$ cat src/rtl/step_pulse_bank.sv
// step_pulse_bank: per-channel button synchroniser, debouncer and press/release pulse generator.
// Define REPEAT_EN to add hold-to-repeat press pulses (IDLE/DELAY/RATE FSM per channel).
module step_pulse_bank #(
  parameter int N_CH            = 4,
  parameter int SYNC_STAGES     = 3,
  parameter int DEBOUNCE_CYCLES = 1_000_000,
  parameter int REPEAT_DELAY    = 25_000_000,
  parameter int REPEAT_PERIOD   = 5_000_000
) (
  input  logic            clk_in,
  input  logic            rst,
  input  logic [N_CH-1:0] btn_n,
  output logic [N_CH-1:0] pressed,
  output logic [N_CH-1:0] press_pulse,
  output logic [N_CH-1:0] release_pulse,
  output logic            any_press
);

  localparam int DB_W = $clog2(DEBOUNCE_CYCLES + 1);
  localparam logic [DB_W-1:0] DB_LAST = DB_W'(DEBOUNCE_CYCLES - 1);

  logic [N_CH-1:0][SYNC_STAGES-1:0] sync_q, sync_d;
  logic [N_CH-1:0][DB_W-1:0]        db_cnt_q, db_cnt_d;
  logic [N_CH-1:0]                  pressed_q, pressed_d;
  logic [N_CH-1:0]                  pressed_dly_q, pressed_dly_d;
  logic [N_CH-1:0]                  press_pulse_q, press_pulse_d;
  logic [N_CH-1:0]                  release_pulse_q, release_pulse_d;
  logic                             any_press_q, any_press_d;
  logic [N_CH-1:0]                  rise, fall, rpt_fire;

  // A mismatch is sync_out equal to pressed, since the raw input is active-low.
  always_comb begin
    for (int i = 0; i < N_CH; i++) begin
      sync_d[i]    = {sync_q[i][SYNC_STAGES-2:0], btn_n[i]};
      db_cnt_d[i]  = '0;
      pressed_d[i] = pressed_q[i];
      if (sync_q[i][SYNC_STAGES-1] == pressed_q[i]) begin
        if (db_cnt_q[i] == DB_LAST) begin
          pressed_d[i] = ~pressed_q[i];
        end else begin
          db_cnt_d[i] = db_cnt_q[i] + 1'b1;
        end
      end
    end
  end

  assign rise = pressed_q & ~pressed_dly_q;
  assign fall = ~pressed_q & pressed_dly_q;

  always_comb begin
    pressed_dly_d   = pressed_q;
    press_pulse_d   = rise | rpt_fire;
    release_pulse_d = fall;
    any_press_d     = |press_pulse_d;
  end

`ifdef REPEAT_EN
  localparam int RPT_MAX = (REPEAT_DELAY > REPEAT_PERIOD) ? REPEAT_DELAY : REPEAT_PERIOD;
  localparam int RPT_W   = $clog2(RPT_MAX + 1);
  localparam logic [RPT_W-1:0] DELAY_LAST  = RPT_W'(REPEAT_DELAY - 1);
  localparam logic [RPT_W-1:0] PERIOD_LAST = RPT_W'(REPEAT_PERIOD - 1);

  typedef enum logic [1:0] {
    RPT_IDLE,
    RPT_DELAY,
    RPT_RATE
  } rpt_state_e;

  rpt_state_e                rpt_state_q [N_CH];
  rpt_state_e                rpt_state_d [N_CH];
  logic [N_CH-1:0][RPT_W-1:0] rpt_cnt_q, rpt_cnt_d;

  // Repeats stop on the edge where pressed is seen low, so none lands on or after release_pulse.
  always_comb begin
    for (int i = 0; i < N_CH; i++) begin
      rpt_state_d[i] = rpt_state_q[i];
      rpt_cnt_d[i]   = rpt_cnt_q[i];
      rpt_fire[i]    = 1'b0;
      case (rpt_state_q[i])
        RPT_IDLE: begin
          if (rise[i]) begin
            rpt_state_d[i] = RPT_DELAY;
            rpt_cnt_d[i]   = '0;
          end
        end
        RPT_DELAY: begin
          if (!pressed_q[i]) begin
            rpt_state_d[i] = RPT_IDLE;
            rpt_cnt_d[i]   = '0;
          end else if (rpt_cnt_q[i] == DELAY_LAST) begin
            rpt_fire[i]    = 1'b1;
            rpt_state_d[i] = RPT_RATE;
            rpt_cnt_d[i]   = '0;
          end else begin
            rpt_cnt_d[i] = rpt_cnt_q[i] + 1'b1;
          end
        end
        RPT_RATE: begin
          if (!pressed_q[i]) begin
            rpt_state_d[i] = RPT_IDLE;
            rpt_cnt_d[i]   = '0;
          end else if (rpt_cnt_q[i] == PERIOD_LAST) begin
            rpt_fire[i]  = 1'b1;
            rpt_cnt_d[i] = '0;
          end else begin
            rpt_cnt_d[i] = rpt_cnt_q[i] + 1'b1;
          end
        end
        default: begin
          rpt_state_d[i] = RPT_IDLE;
          rpt_cnt_d[i]   = '0;
        end
      endcase
    end
  end

  always_ff @(posedge clk_in) begin
    if (rst) begin
      for (int i = 0; i < N_CH; i++) begin
        rpt_state_q[i] <= RPT_IDLE;
      end
      rpt_cnt_q <= '0;
    end else begin
      for (int i = 0; i < N_CH; i++) begin
        rpt_state_q[i] <= rpt_state_d[i];
      end
      rpt_cnt_q <= rpt_cnt_d;
    end
  end
`else
  assign rpt_fire = '0;

  // Repeat timing parameters have no effect when REPEAT_EN is undefined.
  if (REPEAT_DELAY < 2 || REPEAT_PERIOD < 2) begin : g_repeat_cfg_unused
  end
`endif

  always_ff @(posedge clk_in) begin
    if (rst) begin
      sync_q          <= '1;
      db_cnt_q        <= '0;
      pressed_q       <= '0;
      pressed_dly_q   <= '0;
      press_pulse_q   <= '0;
      release_pulse_q <= '0;
      any_press_q     <= 1'b0;
    end else begin
      sync_q          <= sync_d;
      db_cnt_q        <= db_cnt_d;
      pressed_q       <= pressed_d;
      pressed_dly_q   <= pressed_dly_d;
      press_pulse_q   <= press_pulse_d;
      release_pulse_q <= release_pulse_d;
      any_press_q     <= any_press_d;
    end
  end

  assign pressed       = pressed_q;
  assign press_pulse   = press_pulse_q;
  assign release_pulse = release_pulse_q;
  assign any_press     = any_press_q;

endmodule

$ cat config.mk
export PLATFORM = sky130hd
export DESIGN_NAME = step_pulse_bank
export DESIGN_NICKNAME = d
export VERILOG_FILES = /design/src/rtl/step_pulse_bank.sv
export SDC_FILE = /design/constraint.sdc
export NUM_CORES = 1
export LEC_CHECK = 0
export ABC_AREA = 1
export CORE_MARGIN = 1.5
export CORE_UTILIZATION = 36
export CTS_BUF_LIST = sky130_fd_sc_hd__clkbuf_16
export DETAILED_ROUTE_END_ITERATION = 10
export GPL_ROUTABILITY_DRIVEN = 0
export PLACE_DENSITY = 0.55
export REMOVE_ABC_BUFFERS = 1
export SYNTH_ARGS = -nofsm -noshare
export SYNTH_HDL_FRONTEND = slang
export SYNTH_SLANG_ARGS = --single-unit
$ cat constraint.sdc
create_clock -name clk_in -period 4.3 [get_ports clk_in]
set_input_delay 0.86 -clock clk_in [delete_from_list [all_inputs] [get_ports clk_in]]
set_output_delay 0.86 -clock clk_in [all_outputs]
set_load 0.01 [all_outputs]
==> results.ini, run 1 <==
[synth]
synth_area_sq_mm = 0.004987
ys_seq_area_share_pct = 43.75
avgSynthCellArea_sq_um = 7.064
synth_area_leaders = dfxtp_1, nand2_1, nor2_1
synth_top_area_share_pct = 43.75
ys_ff_latch = 109
synth_xor_area_share_pct = 5.268
synth_top_family_by_area = simple AND/OR/NAND/NOR gates
synthAdderAreaFrac_pct = 1.004
ys_warn_count = 0
synth_top_area_cell = dfxtp_1
synth_compound_area_share_pct = 5.268
ys_types = 28
muxShareOfSynthArea_pct = 0
yosys.area_share.simple_pct = 38.53
syn-instance-count = 706

[critical_path]
timing.critical_path.cells = clkdlybuf4s50_1
critPathTopFamily = buffers and inverters
crit_path_top_delay_cell = clkdlybuf4s50_1
crit_fanout = 6
start_kind = flop
crit_buf_inv = 1
worstSetupPathType = flop to primary output
crit_required_ns = 3.44
critPathCaptureType = primary output
max_stage_delay_ns = 0.59
arrival_ns = 1.40

[layout]
nets = 738
diodes = 0
drive_above_1_share_pct = 7.640
syn2layout_area_growth_pct = 12.32
mostFrequentLayoutCells = nand2_1, nor2_1, dfxtp_1
instances_no_fill = 909
layout_commonest_cell = nand2_1

[global_route]
globalRouteTotalUtil_pct = 14.38
gr-total-overflow = 0
grt_pass1_wl_microns = 17070
antenna_found_initial = 0
grt_start_max_net_pins = 28
grt_pass1_vias = 3798

[sta]
rsz0062_at_grt = false
slew_violations = 0
setup-tns-final_ns = 0
fin_crit_ns = 2.259
worst-slew-pin-transition_ns = 0.6624
finClkSkew_ns = 0.006898
setup_viol = 0
hold_viol = 0
fin_crit_sh_pct = 52.53
achievable-frequency_mhz = 442.7
maxSlewHeadroom_pct = 55.73

[routing]
wl_microns = 9627
drt-initial-drc-count = 237
vias_per_cell = 4.552
postRouteAntennaNets = 0
drc = 0
dr.pass1.iters = 4
wl_per_cell_microns = 10.59
num_vias = 4138

[floorplan]
rows = 42
io_pins = 19
die_w_microns = 120.7
core_area_sq_mm = 0.01340
start_util_pct = 37.22
fp.dieH_microns = 120.7
die-area_sq_mm = 0.01457

[cts]
clkTransAtPathRegs_ns = 0.07
cts_hold_buf = 0
cts_tree = built
clk_path_buf_depth = 2
h-tree-depth = 3
cts_setup_buffers = 0
numClockSinks = 109
cts_root_buf = clkbuf_16
cts_buffers = 9
post_cts_resized = 0
worstSkewPairLatency_ns = 0.35

[power]
power.density_mw_per_mm2 = 322.7
ir_drop_mv = 0.1967
p_leak_nw = 1.728
fin_total_pwr_w = 0.001808

[place]
dp_cells = 893
io_buffers = 18
dpl.hpwl_microns = 7044

[run]
drv_cap = 0

[hold_path]
min_path_type = flop to flop

[run_status]
status = complete, no violations

[per-layer routing]
metal,global-route usage [%],part of all wire (%),up-vias
li1,-,-,2246
met1,19.16,52,1821
met2,22.76,43,59
met3,2.594,3.1,12
met4,6.324,1.9,0
met5,0,0,-
[final cells by class]
type / instances / area (sq um)
Fill cell: 1396 / 7799
Multi-Input combinational cell: 525 / 2497
Sequential cell: 109 / 2182
Inverter: 64 / 240.2
Clock buffer: 9 / 225.2
Tap cell: 176 / 220.2
Timing Repair Buffer: 19 / 187.7
Clock inverter: 7 / 48.80
[power breakdown]
group	leakage (nW)	internal (W)	switching, W	total (W)
clock network	0.131	0.000394	0.000378	0.000773
logic	0.717	0.00000904	0.0000110	0.0000200
registers	0.880	0.00101	0.00000164	0.00102
total	1.73	0.00142	0.000391	0.00181
[sequential cells by signal (all words and copies together) (netlist names)]
register,flops
any_press,1
pressed,4
sync_q,4
release_pulse,4
pressed_dly_q,4
press_pulse,4
db_cnt_q,80
sync_d,8
[worst paths after layout]
path | cells after the start | slack (ns) | startpoint | endpoint
max | 1 | 2.04 | pressed[0]$_SDFFE_PP0P_ | pressed[0]
min | 1 | 0.41 | sync_d[11]$_SDFF_PP1_ | sync_q[11]$_SDFF_PP1_
max reg2reg | 8 | 2.36 | db_cnt_q[20]$_SDFF_PP0_ | db_cnt_q[29]$_SDFF_PP0_
min reg2reg | 1 | 0.41 | sync_d[11]$_SDFF_PP1_ | sync_q[11]$_SDFF_PP1_
[synth_stat cells, drive strengths merged]
library cell and n:
xnor2 14, a41oi 1, inv 64, xor2 16, nor2 174, a21oi 36
nand3b 3, o21ai 8, dfxtp 109, nand4 8, o21bai 3, nand2 177
clkbuf 2, ha 4, or2 24, buf 6, nand3 46, nor3 8
and2 3
[through the flow]
step,hold slack [ns],utilization [%],cell area (sq um),setup WS [ns]
floorplan,0.3895,-,4920,2.637
global placement,0.3932,39.76,5328,1.702
detailed placement,0.3923,39.76,5328,1.644
CTS,0.4107,41.80,5602,2.018
global route,0.4232,41.80,5602,1.842
finish,0.4092,41.80,5602,2.041
[cell families after synthesis]
| group | after synthesis |
|---|---|
| xor gates and xnor gates | 30 |
| AOI/OAI and AO/OA | 48 |
| DFF | 109 |
| buffers and inverters | 72 |
| and+or+nand+nor | 443 |
| adders and majority gates | 4 |
Power figures use the tool's default switching activity.
==> run 2: changes to the inputs <==
--- a/config.mk
+++ b/config.mk
@@ -11,7 +11,7 @@
 export CTS_BUF_LIST = sky130_fd_sc_hd__clkbuf_16
 export DETAILED_ROUTE_END_ITERATION = 10
 export GPL_ROUTABILITY_DRIVEN = 0
-export PLACE_DENSITY = 0.55
+export PLACE_DENSITY = 0.57
 export REMOVE_ABC_BUFFERS = 1
 export SYNTH_ARGS = -nofsm -noshare
 export SYNTH_HDL_FRONTEND = slang
==> constraint.sdc (replaced) <==
create_clock -name clk_in -period 1.99 [get_ports clk_in]
set_input_delay 0.398 -clock clk_in [delete_from_list [all_inputs] [get_ports clk_in]]
set_output_delay 0.398 -clock clk_in [all_outputs]
set_load 0.01 [all_outputs]
==> results.ini, run 2 (same netlist as run 1, synthesis figures left out) <==
[global_route]
gr-total-overflow = 0  ; unchanged
globalRouteTotalUtil_pct = 14.92  ; +0.54 points
grt_pass1_vias = 4047  ; +6.6%
grt_start_max_net_pins = 21  ; -25%
antenna_found_initial = 0  ; unchanged
grt_pass1_wl_microns = 17600  ; +3.1%

[sta]
slew_violations = 0  ; unchanged
worst-slew-pin-transition_ns = 0.2920  ; -0.3705 ns
setup_viol = 0  ; unchanged
achievable-frequency_mhz = 546.0
setup-tns-final_ns = 0  ; unchanged
finClkSkew_ns = 0.007421  ; +0.0005223 ns
rsz0062_at_grt = false
fin_hold_ws_ns = 0.4090  ; -0.0002350 ns
fin_crit_ns = 1.831
hold_viol = 0  ; unchanged
fin_crit_sh_pct = 92.03
maxSlewHeadroom_pct = 80.51  ; +25 points
fin_ws_ns = 0.1586  ; -1.882 ns

[routing]
drc = 0  ; unchanged
wl_per_cell_microns = 10.70  ; +1.0%
vias_per_cell = 4.624  ; +1.6%
num_vias = 4217  ; +1.9%
drt-initial-drc-count = 233  ; -1.7%
wl_microns = 9758  ; +1.4%
postRouteAntennaNets = 0  ; unchanged
dr.pass1.iters = 4  ; unchanged

[floorplan]
rows = 42  ; unchanged
fp.dieH_microns = 120.7  ; unchanged
die_w_microns = 120.7  ; unchanged
core_area_sq_mm = 0.01340  ; unchanged
die-area_sq_mm = 0.01457  ; unchanged
start_util_pct = 37.22  ; unchanged
io_pins = 19  ; unchanged

[critical_path]
crit_fanout = 6  ; unchanged
start_kind = flop
worstSetupPathType = flop to primary output
rrSetupSlack_ns = 0.35  ; -2.01 ns
critPathTopFamily = buffers and inverters
crit_path_top_delay_cell = clkdlybuf4s50_1
crit_required_ns = 1.59  ; -1.85 ns
max_stage_delay_ns = 0.60  ; about the same
arrival_ns = 1.43  ; +0.03 ns
timing.critical_path.cells = clkdlybuf4s50_1
crit_buf_inv = 1  ; unchanged
critPathCaptureType = primary output

[layout]
instances_no_fill = 912  ; +0.33%
diodes = 0  ; unchanged
drive_above_1_share_pct = 7.880  ; +0.24 points
layout_commonest_cell = nand2_1
fillCellCount = 1395  ; -0.072%
top_register = db_cnt_q
largest_reg_flops = 80  ; unchanged
syn2layout_area_growth_pct = 13.00
nets = 741  ; +0.41%
mostFrequentLayoutCells = nand2_1, nor2_1, dfxtp_1

[place]
dpl.hpwl_microns = 7245  ; +2.9%
io_buffers = 18  ; unchanged
dp_cells = 896  ; +0.34%
dp_slack_ns = 0.2903  ; -1.353 ns

[run_status]
status = complete, no violations

[hold_path]
min_path_type = flop to flop

[cts]
h-tree-depth = 3  ; unchanged
post_cts_resized = 0  ; unchanged
cts_buffers = 9  ; unchanged
numClockSinks = 109  ; unchanged
cts_tree = built
clk_path_buf_depth = 2  ; unchanged
cts_root_buf = clkbuf_16
cts_setup_buffers = 0  ; unchanged
worstSkewPairLatency_ns = 0.35  ; about the same
cts_hold_buf = 0  ; unchanged
clkTransAtPathRegs_ns = 0.07  ; about the same

[power]
power.density_mw_per_mm2 = 705.1  ; +120%
ir_drop_mv = 0.4925  ; +150%
p_leak_nw = 1.764  ; +2.1%

[run]
drv_cap = 0  ; unchanged

## run 2: per-layer routing
metal	track usage, %	wire length (microns)
met2	24.08	4338
met4	8.309	262
met3	2.972	338
met1	18.60	4819
met5	0	0
## run 2: final cells by class
class                   instances  area [sq um]  share of cell area (%)
multi-input cells             525          2497                   44.32
clock buffers                   9         225.2                   3.996
repair buffers                 22         210.2                   3.730
inverters                      64         240.2                   4.263
well taps                     176         220.2                   3.908
flip-flops and latches        109          2182                   38.72
clock inverters                 7         60.06                   1.066
## run 2: final timing paths
| path | start | end | cells past startpoint |
|---|---|---|---|
| setup / recovery | pressed[0]$_SDFFE_PP0P_ | pressed[0] | 1 |
| hold / removal | sync_d[10]$_SDFF_PP1_ | sync_d[11]$_SDFF_PP1_ | 1 |
| setup reg to reg | db_cnt_q[20]$_SDFF_PP0_ | db_cnt_q[35]$_SDFF_PP0_ | 9 |
| hold reg to reg | sync_d[10]$_SDFF_PP1_ | sync_d[11]$_SDFF_PP1_ | 1 |
## run 2: through the flow
step / cell area [sq um] / utilization, % / power [W]
2_1_floorplan: 4920 / - / 0.002265
3_3_place_gp: 5350 / 39.93 / 0.002290
3_5_place_dp: 5350 / 39.93 / 0.002291
4_1_cts: 5635 / 42.05 / 0.004032
5_1_grt: 5635 / 42.05 / 0.004139
6_report: 5635 / 42.05 / 0.003973
## run 2: where the power goes
group | internal (W) | switching [W] | leakage [nW]
clock | 0.000960 | 0.000773 | 0.153
sequential | 0.00219 | 0.00000347 | 0.880
combinational | 0.0000213 | 0.0000243 | 0.731
total | 0.00317 | 0.000801 | 1.76
## run 2: worst register-to-register path, delay by kind of cell, from the launching register on
| kind | cells | cell delay, ns |
|---|---|---|
| and+or+nand+nor | 6 | 0.58 |
| DFF | 1 | 0.39 |
| buffers and inverters | 2 | 0.32 |
| adders and majority gates | 1 | 0.24 |
